==> src/rtl/addsub_bist16_if.sv <==
// Operand/result bus between the add/sub BIST engine and the 16-bit adder under test.
// The master drives operands and samples results; the slave is the adder.
interface addsub_bist16_if;
  logic [15:0] A;
  logic [15:0] B;
  logic        Add_ctrl;
  logic [15:0] SUM;
  logic        C_out;
  logic        O;

  modport master (output A, B, Add_ctrl, input SUM, C_out, O);
  modport slave  (input A, B, Add_ctrl, output SUM, C_out, O);
endinterface

==> src/rtl/addsub_bist16.sv <==
// BIST stimulus/checker for a 16-bit adder/subtractor: directed corners, then LFSR patterns.
// Optional macro ADDSUB_BIST_STOP_ON_FAIL_EN ends the run at the first mismatching pattern.
module addsub_bist16 #(
  parameter int unsigned NUM_PATTERNS  = 10000,
  parameter int unsigned SETTLE_CYCLES = 2,
  parameter logic [31:0] SEED          = 32'hACE1_2468
) (
  input  logic            clk,
  input  logic            rst,
  input  logic            start,
  addsub_bist16_if.master adder,
  output logic            busy,
  output logic            done,
  output logic            pass,
  output logic [16:0]     err_count,
  output logic [13:0]     pat_count
);

  localparam logic [31:0]      LFSR_MASK = 32'h8020_0003;
  localparam int unsigned      SET_W     = (SETTLE_CYCLES < 2) ? 1 : $clog2(SETTLE_CYCLES);
  localparam logic [SET_W-1:0] SET_LAST  = SET_W'(SETTLE_CYCLES - 1);
  localparam logic [13:0]      PAT_LAST  = 14'(NUM_PATTERNS - 1);

`ifdef ADDSUB_BIST_STOP_ON_FAIL_EN
  localparam bit STOP_ON_FAIL = 1'b1;
`else
  localparam bit STOP_ON_FAIL = 1'b0;
`endif

  typedef enum logic [2:0] {S_IDLE, S_DRIVE, S_SETTLE, S_CHECK, S_DONE} state_t;

  state_t           state_q, state_d;
  logic [15:0]      a_q, b_q;
  logic             ctrl_q;
  logic [31:0]      lfsr_q;
  logic [16:0]      err_q;
  logic [13:0]      pat_q;
  logic [SET_W-1:0] set_cnt_q;

  logic             clear_run, load_ops, do_check, advance;
  logic [15:0]      op_a, op_b;
  logic             op_ctrl;
  logic [31:0]      op_lfsr, lfsr_adv;
  logic [17:0]      gold;
  logic [1:0]       n_mis;

  // Galois form, shifting right; the mask holds taps x^32, x^22, x^2, x^1.
  function automatic logic [31:0] lfsr_step(input logic [31:0] s);
    return s[0] ? ((s >> 1) ^ LFSR_MASK) : (s >> 1);
  endfunction

  function automatic logic [16:0] sat_add(input logic [16:0] cnt, input logic [1:0] inc);
    logic [17:0] sum;
    sum = {1'b0, cnt} + {16'd0, inc};
    return sum[17] ? 17'h1FFFF : sum[16:0];
  endfunction

  // Returns {O, C, S}; subtraction is A + ~B + 1, so C=1 means no borrow.
  function automatic logic [17:0] golden(input logic [15:0] a, input logic [15:0] b,
                                         input logic add);
    logic [15:0] bp;
    logic [16:0] r;
    logic        ov;
    bp = add ? b : ~b;
    r  = {1'b0, a} + {1'b0, bp} + {16'd0, ~add};
    ov = (a[15] == bp[15]) && (r[15] != a[15]);
    return {ov, r};
  endfunction

  always_comb begin
    gold  = golden(a_q, b_q, ctrl_q);
    n_mis = {1'b0, (adder.SUM != gold[15:0])} + {1'b0, (adder.C_out != gold[16])}
          + {1'b0, (adder.O != gold[17])};
  end

  always_comb begin
    lfsr_adv = lfsr_step(lfsr_q);
    op_lfsr  = lfsr_q;
    op_a     = 16'h0000;
    op_b     = 16'h0000;
    op_ctrl  = 1'b1;
    case (pat_q)
      14'd0:   begin op_a = 16'h7FFF; op_b = 16'h0001; op_ctrl = 1'b1; end
      14'd1:   begin op_a = 16'h8000; op_b = 16'h0001; op_ctrl = 1'b0; end
      14'd2:   begin op_a = 16'hFFFF; op_b = 16'h0001; op_ctrl = 1'b1; end
      14'd3:   begin op_a = 16'h0000; op_b = 16'h0000; op_ctrl = 1'b0; end
      default: begin
        op_a    = lfsr_adv[31:16];
        op_b    = lfsr_adv[15:0];
        op_ctrl = lfsr_adv[31] ^ lfsr_adv[0];
        op_lfsr = lfsr_adv;
      end
    endcase
  end

  always_comb begin
    state_d   = state_q;
    clear_run = 1'b0;
    load_ops  = 1'b0;
    do_check  = 1'b0;
    advance   = 1'b0;
    case (state_q)
      S_IDLE, S_DONE: begin
        if (start) begin
          clear_run = 1'b1;
          state_d   = S_DRIVE;
        end
      end
      S_DRIVE: begin
        load_ops = 1'b1;
        state_d  = S_SETTLE;
      end
      S_SETTLE: begin
        if (set_cnt_q == SET_LAST) state_d = S_CHECK;
      end
      S_CHECK: begin
        do_check = 1'b1;
        if ((pat_q == PAT_LAST) || (STOP_ON_FAIL && (n_mis != 2'd0))) begin
          state_d = S_DONE;
        end else begin
          advance = 1'b1;
          state_d = S_DRIVE;
        end
      end
      default: state_d = S_IDLE;
    endcase
  end

  always_ff @(posedge clk or posedge rst) begin
    if (rst) begin
      state_q   <= S_IDLE;
      a_q       <= 16'h0000;
      b_q       <= 16'h0000;
      ctrl_q    <= 1'b1;
      lfsr_q    <= SEED;
      err_q     <= 17'd0;
      pat_q     <= 14'd0;
      set_cnt_q <= '0;
    end else begin
      state_q <= state_d;
      if (clear_run) begin
        err_q  <= 17'd0;
        pat_q  <= 14'd0;
        lfsr_q <= SEED;
      end
      if (load_ops) begin
        a_q       <= op_a;
        b_q       <= op_b;
        ctrl_q    <= op_ctrl;
        lfsr_q    <= op_lfsr;
        set_cnt_q <= '0;
      end else if (state_q == S_SETTLE) begin
        set_cnt_q <= set_cnt_q + SET_W'(1);
      end
      if (do_check) begin
        err_q <= sat_add(err_q, n_mis);
        if (advance) pat_q <= pat_q + 14'd1;
      end
    end
  end

  assign adder.A        = a_q;
  assign adder.B        = b_q;
  assign adder.Add_ctrl = ctrl_q;
  assign busy           = (state_q == S_DRIVE) || (state_q == S_SETTLE) || (state_q == S_CHECK);
  assign done           = (state_q == S_DONE);
  assign pass           = (state_q == S_DONE) && (err_q == 17'd0);
  assign err_count      = err_q;
  assign pat_count      = pat_q;

endmodule

==> src/flat_wrapper.sv <==
// flat-port wrapper written by rule: the top's interface ports become plain ports
module addsub_bist16_flat 
#(
  parameter int unsigned NUM_PATTERNS  = 10000,
  parameter int unsigned SETTLE_CYCLES = 2,
  parameter logic [31:0] SEED          = 32'hACE1_2468
)
  (clk, rst, start, busy, done, pass, err_count, pat_count, adder_A, adder_B, adder_Add_ctrl, adder_SUM, adder_C_out, adder_O);
  addsub_bist16_if adder_i ();
  input  logic clk;
  input  logic rst;
  input  logic start;
  output logic busy;
  output logic done;
  output logic pass;
  output logic [16:0] err_count;
  output logic [13:0] pat_count;
  output wire logic [$bits(adder_i.A)-1:0] adder_A;
  output wire logic [$bits(adder_i.B)-1:0] adder_B;
  output wire logic [$bits(adder_i.Add_ctrl)-1:0] adder_Add_ctrl;
  input wire logic [$bits(adder_i.SUM)-1:0] adder_SUM;
  input wire logic [$bits(adder_i.C_out)-1:0] adder_C_out;
  input wire logic [$bits(adder_i.O)-1:0] adder_O;
  assign adder_A = adder_i.A;
  assign adder_B = adder_i.B;
  assign adder_Add_ctrl = adder_i.Add_ctrl;
  assign adder_i.SUM = adder_SUM;
  assign adder_i.C_out = adder_C_out;
  assign adder_i.O = adder_O;
  addsub_bist16 #(.NUM_PATTERNS(NUM_PATTERNS), .SETTLE_CYCLES(SETTLE_CYCLES), .SEED(SEED)) u_core (.clk(clk), .rst(rst), .start(start), .adder(adder_i), .busy(busy), .done(done), .pass(pass), .err_count(err_count), .pat_count(pat_count));
endmodule
==> config.mk <==
export PLATFORM = sky130hd
export DESIGN_NAME = addsub_bist16_flat
export DESIGN_NICKNAME = d
export VERILOG_FILES = /design/src/rtl/addsub_bist16_if.sv /design/src/rtl/addsub_bist16.sv /design/src/flat_wrapper.sv
export SDC_FILE = /design/constraint.sdc
export NUM_CORES = 1
export LEC_CHECK = 0
export ABC_AREA = 0
export ABC_CLOCK_PERIOD_IN_PS = 11800
export CORE_UTILIZATION = 58
export DETAILED_ROUTE_END_ITERATION = 7
export PLACE_DENSITY = 0.93
export SLEW_MARGIN = 20
export SYNTH_ARGS = -nofsm -noshare
export SYNTH_HDL_FRONTEND = slang
export SYNTH_SLANG_ARGS = --single-unit
==> constraint.sdc <==
create_clock -name clk -period 11.8 [get_ports clk]
set_input_delay 2.36 -clock clk [delete_from_list [all_inputs] [get_ports clk]]
set_output_delay 2.36 -clock clk [all_outputs]
set_load 0.01 [all_outputs]
---- Word-level counts from Yosys, hierarchy flattened ----
Cells that the tools add are included.
word-level totals
  logic and storage cells ................. 78
  input port bits ......................... 21
  output and inout port bits .............. 67
  flip-flop bits (word level) ............. 100
operators by class
  reductions and logical operators ........ 17
  mux-type cells .......................... 26
  bitwise operators ....................... 4
  eq/ne operators ......................... 16
  $add $sub $neg .......................... 7
operators with widths
  operator               number
  $mux 32                4
  $pmux 16 s4            1
  $mux 17                3
  $mux 14                3
  $pmux 16 s2            1
  $eq 14x2->1 const B    2
  $add 17x2->18          1
  $add 16x16->17         1
  $add 17x1->17          1
  $logic_not 17->1       1
  $mux 16                1
  $ne 16x16->1           1
  $not 16->16            1
  $add 14x1->14 const B  1
  $eq 14x1->1 const B    1
  $eq 14x14->1 const B   1
  $logic_not 14->1       1
  $pmux 3 s4             1
  $mux 3                 3
  $mux 1                 8
  $eq 3x2->1 const B     2
  $reduce_bool 2->1      3
  $reduce_or 2->1        3
  $ne 2x2->1 const B     2
  other kinds (18)       23

---- Logic depth before layout (Yosys ltp) ----
Gate-level depths: netlist of run 1.
  depth after elaboration ................. 11
  gate-level depth with buffers ........... 21
  mapped depth without buffers ............ 20

---- Least setup slack after synthesis of run 1 ----
OpenSTA, ideal clock, no wires.
  path kind ............................... input port to flip-flop
  start point ............................. input port adder_SUM[12]
  end point ............................... register u_core.err_q[4], in the netlist u_core.err_count[4]
  library setup time ...................... 132 ps
  data required time ...................... 11668 ps
  stages on the path ...................... 16
  arrival ................................. 5000 ps
  buffers on the path ..................... 1
  setup slack ............................. 6668 ps
  cell sequence ........................... xor2_1 -> o22ai_1 -> nor2_1 -> o21ai_0 -> nor4_1 -> o2111ai_1 -> a2111oi_0 -> nand4_1 -> ha_1 -> a21o_1 -> nand3_1 -> or3_1 -> clkbuf_1 -> nand3_1 -> o22ai_1 -> nor2_1
on the way
  word-level cells in the longest chain between the ends .. 6
RTL lines
  element               line                  text
  start, declared       flat_wrapper.sv:21    input wire logic [$bits(adder_i.SUM)-1:0] adder_SUM;
  $ne 16x16->1          addsub_bist16.sv:72   n_mis = {1'b0, (adder.SUM != gold[15:0])} + {1'b0, (adder.C_out != gold[16])}
  $add 1x1->2           addsub_bist16.sv:72
  $add 2x1->2           addsub_bist16.sv:73   + {1'b0, (adder.O != gold[17])};
  $add 17x2->18         addsub_bist16.sv:54   sum = {1'b0, cnt} + {16'd0, inc};
  $mux 17               addsub_bist16.sv:55   return sum[17] ? 17'h1FFFF : sum[16:0];
  $mux 17               addsub_bist16.sv:155  if (do_check) begin
  end signal, assigned  addsub_bist16.sv:156  err_q <= sat_add(err_q, n_mis);
  end, declared         addsub_bist16.sv:36   logic [16:0] err_q;
Every way passes these cells.
A chain may end at the register's enable or synchronous reset.

---- Final worst setup path of run 1 ----
Ends and elaborated chain as after synthesis.

==> flow_metrics.py, run 1 <==
metrics = {
    "grt": {
        "grt_pass1_wl_mm": 22.9,
        "antenna_found_initial": 0,
        "grtUsageTotal_pct": 29.1,
        "first_global_vias": 4615,
        "grt_max_degree": 68,
        "grt.overflow.total": 0,
    },
    "power": {
        "seq_power_share_pct": 28.1,
        "combPwrFrac_pct": 62.5,
        "leakagePower_nw": 2.83,
        "p_sw_mw": 1.02,
        "powerDensity_nw_per_um2": 329,
        "switching_share_pct": 46.1,
        "pwr-share-clk_pct": 9.4,
        "p_int_mw": 1.19,
        "vdd_ir_drop_max_mv": 0.132,
    },
    "floorplan": {
        "die_w_um": 100,
        "die_h_um": 100,
        "core_area_um2": 9280,
        "initial_core_util_pct": 60.1,
        "rows": 35,
        "die_area_um2": 10000,
        "io-pin-count": 88,
    },
    "sta": {
        "finalSetupTns_ns": 0,
        "max_slew_margin_pct": 41.2,
        "period_share_pct": 49.1,
        "tightest_slew_ns": 0.881,
        "period_needed_ns": 5.80,
        "hold_viol": 0,
        "slew_viol_final": 0,
        "fin_skew_ns": 0.0192,
        "setup_viol": 0,
        "rsz0062_at_grt": "false",
        "max_freq_ghz": 0.173,
    },
    "critical_path": {
        "rr_endpoint": "u_core.err_count[2]",
        "cp.arrival_ns": 6.05,
        "crit_required_ns": 12.06,
        "cp-end-kind": "flip-flop",
        "startpoint": "adder_SUM[12]",
        "crit_type": "primary input to flip-flop",
        "r2r-start": "u_core.adder.Add_ctrl",
        "worstPathMaxFanout": 13,
        "worstRegToRegCells": 19,
        "crit_path_end": "u_core.err_count[4]",
        "startpoint_type": "primary input",
        "r2r_slack_ns": 6.49,
    },
    "layout": {
        "drive_gt1_share_pct": 6.76,
        "final_util_pct": 72.2,
        "num-nets-final": 692,
        "diodes": 0,
        "synthToLayoutAreaGrowth_pct": 20.3,
        "stdcell_area_um2": 6710,
    },
    "clock_tree": {
        "cts_sinks": 100,
        "h-tree-depth": 3,
        "post_cts_resized": 0,
        "cts_buffers": 9,
        "root_buffer": "clkbuf_8",
        "clockBufferDepth": 2,
        "clock_latency_ns": 0.38,
        "cts_tree": "yes",
        "cts_setup_buffers": 0,
        "hold_buffers": 0,
        "clk_pin_slew_ns": 0.11,
    },
    "synth": {
        "async_flop_share_pct": 100,
        "yosys-top-cells-area": "dfrtp_1 (39%), dfstp_2 (6.6%), xnor2_1 (5.5%)",
        "syn-instance-count": 572,
        "netlist.top_cell.by_area": "dfrtp_1",
        "syn-num-nets": 618,
        "synth_ff_type": "dfrtp_1",
        "syn_area_per_cell_um2": 9.75,
        "synth_edf_count": 0,
        "synth_top_area_share_pct": 38.6,
        "synth_cell_type_count": 56,
        "netlist_area_um2": 5580,
        "synth-seq-cells": 100,
        "ys_seq_area_share_pct": 45.2,
        "synth_warnings": 0,
    },
    "flow_run": {
        "maxCapViolations": 0,
    },
    "detailed_routing": {
        "wl_per_cell_um": 17.9,
        "vias": 4831,
        "postRouteAntennaNets": 0,
        "drcViolationCount": 0,
        "vias_per_cell": 6.19,
        "firstDrtPassIters": 6,
        "drt-initial-drc-count": 329,
        "wl_mm": 13.9,
    },
    "outcome": {
        "outcome": "completed",
    },
    "worst_hold_path": {
        "min_path_type": "flip-flop to flip-flop",
    },
    "placement": {
        "placed_cell_area_um2": 6530,
        "gp_congestion": 0.885,
        "port-buffer-count": 87,
        "dp_hpwl_mm": 9.80,
    },
}
per-layer routing:
metal	routed length [um]	vias up	global-route usage, %
li1	-	2239	-
met1	6040	2348	40.1
met2	6790	212	47.5
met3	819	32	4.32
met4	293	0	10.1
met5	0	-	0
area by class of cell:
cell class,instances,area (um2)
multi-input cells,430,2890
fillers,654,2580
flip-flops and latches,100,2520
repair buffers,92,908
well taps,129,161
clock buffers,10,128
clock inverters,6,53.8
inverters,13,50.0
flip-flops by register name, indices dropped and copies added, names as in the netlist:
register	count
u_core.adder.B	16
u_core.adder.Add_ctrl	1
u_core.lfsr_q	32
u_core.set_cnt_q	1
u_core.err_count	17
u_core.state_q	3
u_core.pat_count	14
u_core.adder.A	16
critical path, cell delays in order:
cell	delay (ns)
clkdlybuf4s50_1	0.48
xor2_1	0.28
o22ai_1	0.13
nor2_1	0.10
o21ai_0	0.08
nor4_1	0.29
o2111ai_1	0.14
a2111oi_0	0.47
nand4_1	0.19
ha_1	0.26
a21o_1	0.21
nand3_1	0.17
or3_1	0.41
nand3_1	0.21
o22ai_1	0.20
nor2_1	0.05
power by group through the flow:
stage / logic (mW) / clock network [mW] / registers [mW]
floorplan: 1.00 / 0 / 0.583
global placement: 1.32 / 0 / 0.611
detailed placement: 1.35 / 0 / 0.619
CTS: 1.37 / 0.209 / 0.614
global route: 1.53 / 0.225 / 0.632
finish: 1.38 / 0.207 / 0.620
Yosys cell counts, types with 3 or more instances:
library cell	number
o21ai_0	26
xor2_1	12
a22o_1	28
mux2i_1	8
nand2b_1	5
buf_2	5
nand4_1	9
dfrtp_1	86
ha_1	22
or3_1	5
a21oi_1	32
o211a_1	3
and2_1	3
nor2b_1	3
clkbuf_1	23
a21o_1	4
xnor2_1	35
a221o_1	12
o22ai_1	3
inv_1	13
nand2_1	43
o211ai_1	8
fa_1	3
o31ai_1	6
nor3b_1	4
and3_1	7
nor4_1	7
dfstp_2	14
nor2_1	56
nor3_1	20
a211oi_1	4
a31oi_1	8
nand3_1	26
cell usage in the layout, fill, tap and decap left out, drive strengths merged, types with 10 or more instances in the layout:
cell type,count
xor2,12
a221o,12
a22o,28
nand4,10
ha,22
clkdlybuf4s50,87
xnor2,35
nor2,56
nand2,43
clkbuf,10
o21ai,29
a21oi,33
dfstp,14
dfrtp,86
nor3,20
nand3,26
inv,16
metrics by stage:
step                std cells  setup WS, ns  hold WS (ns)  total power [mW]
floorplan                 572          6.67         0.438              1.58
global placement          764          5.96         0.452              1.93
detailed placement        764          5.73         0.456              1.97
CTS                       780          6.13         0.480              2.19
global route              780          5.70         0.515              2.38
finish                    780          6.00         0.479              2.21
cell families after synthesis:
kind of cell	count (synthesis)	share of synthesized area [%]
simple gates	199	17.6
compound gates	151	19.3
flops	100	45.2
xor+xnor	47	7.38
buf+inv	42	3.07
fa+ha+maj	25	6.01
mux	8	1.44
worst min-delay path by stage:
| stage | slack, ns | from | cells past startpoint | endpoint |
|---|---|---|---|---|
| 2_1_floorplan | 0.44 | u_core.lfsr_q[18] | 2 | u_core.lfsr_q[18] |
| 3_3_place_gp | 0.45 | u_core.lfsr_q[18] | 2 | u_core.lfsr_q[18] |
| 3_5_place_dp | 0.46 | u_core.lfsr_q[19] | 2 | u_core.lfsr_q[19] |
| 4_1_cts | 0.48 | u_core.lfsr_q[19] | 2 | u_core.lfsr_q[19] |
| 5_1_grt | 0.52 | u_core.lfsr_q[18] | 2 | u_core.lfsr_q[18] |
| 6_report | 0.48 | u_core.lfsr_q[19] | 2 | u_core.lfsr_q[19] |
Power figures use the tool's default switching activity.
==> run 2, diff against run 1 <==
ABC_CLOCK_PERIOD_IN_PS = 6050   (was 11800)
CORE_UTILIZATION = 54   (was 58)
PLACE_DENSITY = 0.88   (was 0.93)
clock period = 6.05 ns   (was 11.8 ns; I/O delays follow)
==> run 2 against run 1 <==
  * Worst setup slack got worse by 5.1 ns
  * Sequential share of layout area shrank 0.084 points
  * Clock-buffer cell count stayed put
  * Non-clock buffer count unchanged
  * Critical path type is now flip-flop to flip-flop
  * Largest power group unchanged
==> flow_metrics.py, run 2 (same netlist as run 1, synthesis figures left out) <==
metrics = {
    "sta": {
        "period_share_pct": 84.7,
        "slew_viol_final": 0,
        "setup_viol": 0,
        "max_slew_margin_pct": 44.6,
        "max_freq_ghz": 0.195,
        "rsz0062_at_grt": "false",
        "hold_viol": 0,
        "fin_hold_ws_ns": 0.495,
        "finalSetupTns_ns": 0,
        "tightest_slew_ns": 0.830,
        "period_needed_ns": 5.12,
        "fin_skew_ns": 0.0217,
    },
    "detailed_routing": {
        "drcViolationCount": 0,
        "firstDrtPassIters": 5,
        "vias_per_cell": 6.17,
        "drt-initial-drc-count": 350,
        "postRouteAntennaNets": 0,
        "wl_mm": 13.8,
        "wl_per_cell_um": 17.6,
        "vias": 4836,
    },
    "critical_path": {
        "r2r-start": "u_core.adder.Add_ctrl",
        "crit_path_max_incr_delay_ns": 0.84,
        "path_cells": "xnor2_1 -> ha_1 -> nand2_1 -> o31ai_4 -> o2111a_2 -> o21ai_2 -> o21ai_2 -> or4b_1 -> o211ai_1 -> xor2_1 -> fa_1 -> ha_1 -> a21o_1 -> nand3_1 -> or2_1 -> nor2_1 -> nor2_1 -> or3_1 -> a21oi_1",
        "r2r_slack_ns": 0.93,
        "worstPathMaxFanout": 18,
        "cp.arrival_ns": 5.41,
        "critPathSlowestCell": "dfstp_2",
        "crit_required_ns": 6.33,
        "crit_type": "flip-flop to flip-flop",
        "cp-end-kind": "flip-flop",
        "path_buf_inv": 0,
        "startpoint_type": "flip-flop",
        "path_delay_family": "simple AND/OR/NAND/NOR gates",
        "rr_endpoint": "u_core.err_count[2]",
        "worstRegToRegCells": 19,
    },
    "clock_tree": {
        "clk_pin_slew_ns": 0.09,
        "post_cts_resized": 0,
        "clockBufferDepth": 2,
        "h-tree-depth": 3,
        "cts_sinks": 100,
        "cts_buffers": 9,
        "cts_tree": "yes",
        "clock_latency_ns": 0.38,
        "cts_setup_buffers": 0,
        "hold_buffers": 0,
        "root_buffer": "clkbuf_8",
    },
    "floorplan": {
        "die_h_um": 104,
        "io-pin-count": 88,
        "die_w_um": 104,
        "die_area_um2": 10700,
        "rows": 36,
        "core_area_um2": 9910,
        "initial_core_util_pct": 56.3,
    },
    "grt": {
        "grt_pass1_wl_mm": 23.1,
        "grt.overflow.total": 0,
        "use_met1_pct": 36.3,
        "grtUsageMet2_pct": 42.7,
        "first_global_vias": 4560,
        "grt_use_met3_pct": 4.09,
        "grt_max_degree": 56,
        "grtUsageTotal_pct": 26.4,
        "busiest_layer": "met2",
        "antenna_found_initial": 0,
    },
    "placement": {
        "dp_hpwl_mm": 9.93,
        "port-buffer-count": 87,
        "gp_congestion": 0.901,
        "dpl.cell_count": 768,
    },
    "layout": {
        "final_common_cell": "clkdlybuf4s50_1",
        "nFillCells": 749,
        "diodes": 0,
        "synthToLayoutAreaGrowth_pct": 20.5,
        "final_cell_mix": "clkdlybuf4s50_1 (87), dfrtp_1 (86), nor2_1 (56)",
        "num-nets-final": 692,
        "instances_no_fill": 784,
        "top_register": "u_core.lfsr_q",
        "drive_gt1_share_pct": 6.91,
        "largest_reg_flops": 32,
    },
    "power": {
        "p_int_mw": 2.33,
        "powerDensity_nw_per_um2": 642,
        "combPwrFrac_pct": 62.5,
        "vdd_ir_drop_max_mv": 0.313,
        "seq_power_share_pct": 27.8,
        "pwr-share-clk_pct": 9.7,
        "p_sw_mw": 1.98,
        "switching_share_pct": 45.9,
        "leakagePower_nw": 2.85,
        "p_total_mw": 4.31,
    },
    "outcome": {
        "outcome": "completed",
    },
    "worst_hold_path": {
        "hold_end": "u_core.lfsr_q[19]",
        "hold_start": "u_core.lfsr_q[19]",
        "whs_path_depth": 2,
        "min_path_type": "flip-flop to flip-flop",
    },
    "flow_run": {
        "maxCapViolations": 0,
    },
}
-- run 2: through the flow --
| stage | setup WS (ns) | util (%) | cell area, um2 |
|---|---|---|---|
| floorplan | 1.04 | - | 5580 |
| global placement | 1.15 | 65.9 | 6530 |
| detailed placement | 0.964 | 65.9 | 6530 |
| CTS | 0.916 | 67.8 | 6720 |
| global route | 0.584 | 67.8 | 6720 |
| finish | 0.928 | 67.8 | 6720 |
-- run 2: worst max path at each step --
stage,start,to,cells past startpoint
after detailed placement,u_core.adder.Add_ctrl,u_core.err_count[8],18
after CTS,u_core.adder.Add_ctrl,u_core.err_count[2],19
after floorplan,u_core.adder.Add_ctrl,u_core.err_count[6],21
final,u_core.adder.Add_ctrl,u_core.err_count[2],19
after global routing,u_core.adder.Add_ctrl,u_core.err_count[8],18
after global placement,adder_SUM[12],u_core.err_count[6],16
-- run 2: final cells by class --
| cell class | instances | area [um2] | share of cell area, % |
|---|---|---|---|
| Clock buffer | 10 | 138 | 2.05 |
| Clock inverter | 6 | 53.8 | 0.800 |
| Inverter | 13 | 50.0 | 0.745 |
| Multi-Input combinational cell | 430 | 2890 | 42.9 |
| Sequential cell | 100 | 2520 | 37.5 |
| Tap cell | 133 | 166 | 2.48 |
| Timing Repair Buffer | 92 | 908 | 13.5 |
-- run 2: power groups by stage --
| stage | registers, mW | logic [mW] | clock network, mW |
|---|---|---|---|
| 2_1_floorplan | 1.14 | 1.95 | 0 |
| 3_3_place_gp | 1.19 | 2.55 | 0 |
| 5_1_grt | 1.23 | 2.97 | 0.452 |
| 6_report | 1.20 | 2.70 | 0.420 |
| 4_1_cts | 1.19 | 2.67 | 0.424 |
| 3_5_place_dp | 1.20 | 2.66 | 0 |
-- run 2: metal layers --
| metal | share of wire (%) | vias to the layer above |
|---|---|---|
| met5 | 0 | - |
| met2 | 48 | 189 |
| met4 | 1.6 | 0 |
| met3 | 5.5 | 24 |
| li1 | - | 2237 |
| met1 | 45 | 2386 |
-- run 2: tightest hold or removal path, delay by kind of cell, from the launching register on --
kind,cells,cell delay (ns)
flops,1,0.37
simple gates,2,0.10
==> run 3, diff against run 2 <==
ABC_CLOCK_PERIOD_IN_PS = 5250   (was 6050)
clock period = 5.25 ns   (was 6.05 ns; I/O delays follow)
==> run 3 against run 2 <==
  * Sequential share of layout area barely moved
  * Wire length fell by 1.4%
  * Clock-buffer cell count fell by 1
  * Cell area rose by 0.28%
  * Worst hold slack got worse by 0.0091 ns
  * Critical path type unchanged
  * Final cell count rose by 0.13%
  * Combinational power rose by 14%
  * Via count fell by 0.74%
  * Sequential power rose by 15%
  * Fmax rose by 4.6%
  * Global-route usage fell by 0.64 points
==> flow_metrics.py, run 3 (same netlist as run 1, synthesis figures left out) <==
metrics = {
    "worst_hold_path": {
        "min_path_type": "flip-flop to flip-flop",
        "whs_path_depth": 2,
    },
    "clock_tree": {
        "clock_latency_ns": 0.37,
        "h-tree-depth": 3,
        "cts_sinks": 100,
        "clockBufferDepth": 2,
        "cts_tree": "yes",
        "cts_setup_buffers": 0,
        "root_buffer": "clkbuf_8",
        "cts_buffers": 9,
        "clk_pin_slew_ns": 0.10,
    },
    "sta": {
        "max_freq_ghz": 0.204,
        "hold_viol": 0,
        "rsz0062_at_grt": "false",
        "max_slew_margin_pct": 43.6,
        "tightest_slew_ns": 0.844,
        "slew_viol_final": 0,
        "finalSetupTns_ns": 0,
        "period_needed_ns": 4.90,
        "period_share_pct": 93.3,
        "fin_skew_ns": 0.0129,
        "fin_hold_ws_ns": 0.486,
        "setup_viol": 0,
    },
    "grt": {
        "grt.overflow.total": 0,
        "antenna_found_initial": 0,
        "grt_pass1_wl_mm": 22.4,
        "grtUsageTotal_pct": 25.7,
        "first_global_vias": 4564,
        "grt_max_degree": 67,
    },
    "power": {
        "p_sw_mw": 2.26,
        "pwr-share-clk_pct": 9.6,
        "combPwrFrac_pct": 62.5,
        "seq_power_share_pct": 27.9,
        "switching_share_pct": 45.7,
        "powerDensity_nw_per_um2": 733,
        "p_int_mw": 2.68,
        "leakagePower_nw": 2.85,
        "vdd_ir_drop_max_mv": 0.326,
    },
    "critical_path": {
        "crit_type": "flip-flop to flip-flop",
        "cp-end-kind": "flip-flop",
        "startpoint_type": "flip-flop",
        "worstRegToRegCells": 19,
        "cp.arrival_ns": 5.18,
        "worstPathMaxFanout": 11,
        "crit_required_ns": 5.54,
    },
    "detailed_routing": {
        "firstDrtPassIters": 5,
        "drcViolationCount": 0,
        "vias_per_cell": 6.11,
        "drt-initial-drc-count": 345,
        "vias": 4800,
        "postRouteAntennaNets": 0,
        "wl_mm": 13.6,
        "wl_per_cell_um": 17.3,
    },
    "layout": {
        "num-nets-final": 693,
        "final_cell_mix": "clkdlybuf4s50_1 (87), dfrtp_1 (86), nor2_1 (55)",
        "largest_reg_flops": 32,
        "drive_gt1_share_pct": 7.36,
        "top_register": "u_core.lfsr_q",
        "diodes": 0,
        "final_common_cell": "clkdlybuf4s50_1",
        "synthToLayoutAreaGrowth_pct": 20.9,
    },
    "placement": {
        "port-buffer-count": 87,
        "gp_congestion": 0.850,
        "dp_hpwl_mm": 9.82,
    },
    "outcome": {
        "outcome": "completed",
    },
    "floorplan": {
        "die_w_um": 104,
        "die_h_um": 104,
        "core_area_um2": 9910,
        "rows": 36,
        "initial_core_util_pct": 56.3,
        "die_area_um2": 10700,
        "io-pin-count": 88,
    },
    "flow_run": {
        "maxCapViolations": 0,
    },
}
==> run 3: changes by cell type in the layout (fill, tap and decap cells not counted), sizes merged <==
cell / delta
buf: +1
clkbuf: -1
clkinv: +1
==> run 3: layout make-up <==
type                            count  area [um2]
Timing Repair Buffer               93         916
Inverter                           13        50.0
Tap cell                          133         166
Sequential cell                   100        2520
Multi-Input combinational cell    430        2890
Fill cell                         719        3170
Clock inverter                      7        67.6
Clock buffer                        9         124
==> run 3: per-stage QoR <==
stage / std cells / util, % / area (um2) / power (mW) / setup WS [ns]
2_1_floorplan: 572 / - / 5580 / 3.56 / 0.239
3_3_place_gp: 769 / 66.0 / 6540 / 4.32 / 0.453
3_5_place_dp: 769 / 66.0 / 6540 / 4.43 / 0.313
4_1_cts: 785 / 67.9 / 6730 / 4.92 / 0.303
5_1_grt: 785 / 68.0 / 6740 / 5.33 / 0.00432
6_report: 785 / 68.0 / 6740 / 4.94 / 0.354
==> run 3: critical path, cell delays in order, from the launching register on <==
cell	delay, ns
dfstp_4	0.72
xnor2_1	0.20
ha_1	0.29
a21oi_1	0.20
o21ai_0	0.13
or4_1	0.42
o21ai_2	0.25
o21ai_2	0.10
or4b_1	0.17
o211ai_1	0.09
xor2_1	0.18
fa_1	0.45
ha_1	0.30
a21o_1	0.14
nand3_1	0.17
or2_1	0.32
nor2_2	0.20
nor2_1	0.06
or3_1	0.31
a21oi_1	0.14
==> run 3: path summary, 6_finish.rpt <==
check | startpoint | end | slack [ns]
worst min register to register | u_core.lfsr_q[18] | u_core.lfsr_q[18] | 0.49
max in group asynchronous | rst | u_core.adder.B[7] | 2.99
min in group asynchronous | rst | u_core.err_count[3] | 1.05
worst min-delay path | u_core.lfsr_q[18] | u_core.lfsr_q[18] | 0.49
worst max-delay path | u_core.adder.Add_ctrl | u_core.err_count[2] | 0.35
worst max register to register | u_core.adder.Add_ctrl | u_core.err_count[2] | 0.35
==> run 3: what timing repair did <==
action / in CTS / in global routing
hold buffers: 0 / 0
setup endpoints to repair: 0 / 5
gates resized for setup: 0 / 3
==> run 3: per-layer routing <==
metal / wire length (um) / vias to the layer above / track usage, % / share of wire (%)
met1: 6110 / 2373 / 34.7 / 45
met2: 6600 / 156 / 42.4 / 49
met4: 210 / 0 / 8.70 / 1.5
met5: 0 / - / 0 / 0
met3: 654 / 22 / 4.03 / 4.8
li1: - / 2249 / - / -
==> run 3: power by group through the flow <==
stage | registers (mW) | clock network (mW) | logic [mW]
2_1_floorplan | 1.31 | 0 | 2.25
3_3_place_gp | 1.36 | 0 | 2.96
3_5_place_dp | 1.38 | 0 | 3.05
4_1_cts | 1.36 | 0.484 | 3.08
5_1_grt | 1.41 | 0.513 | 3.40
6_report | 1.38 | 0.476 | 3.09
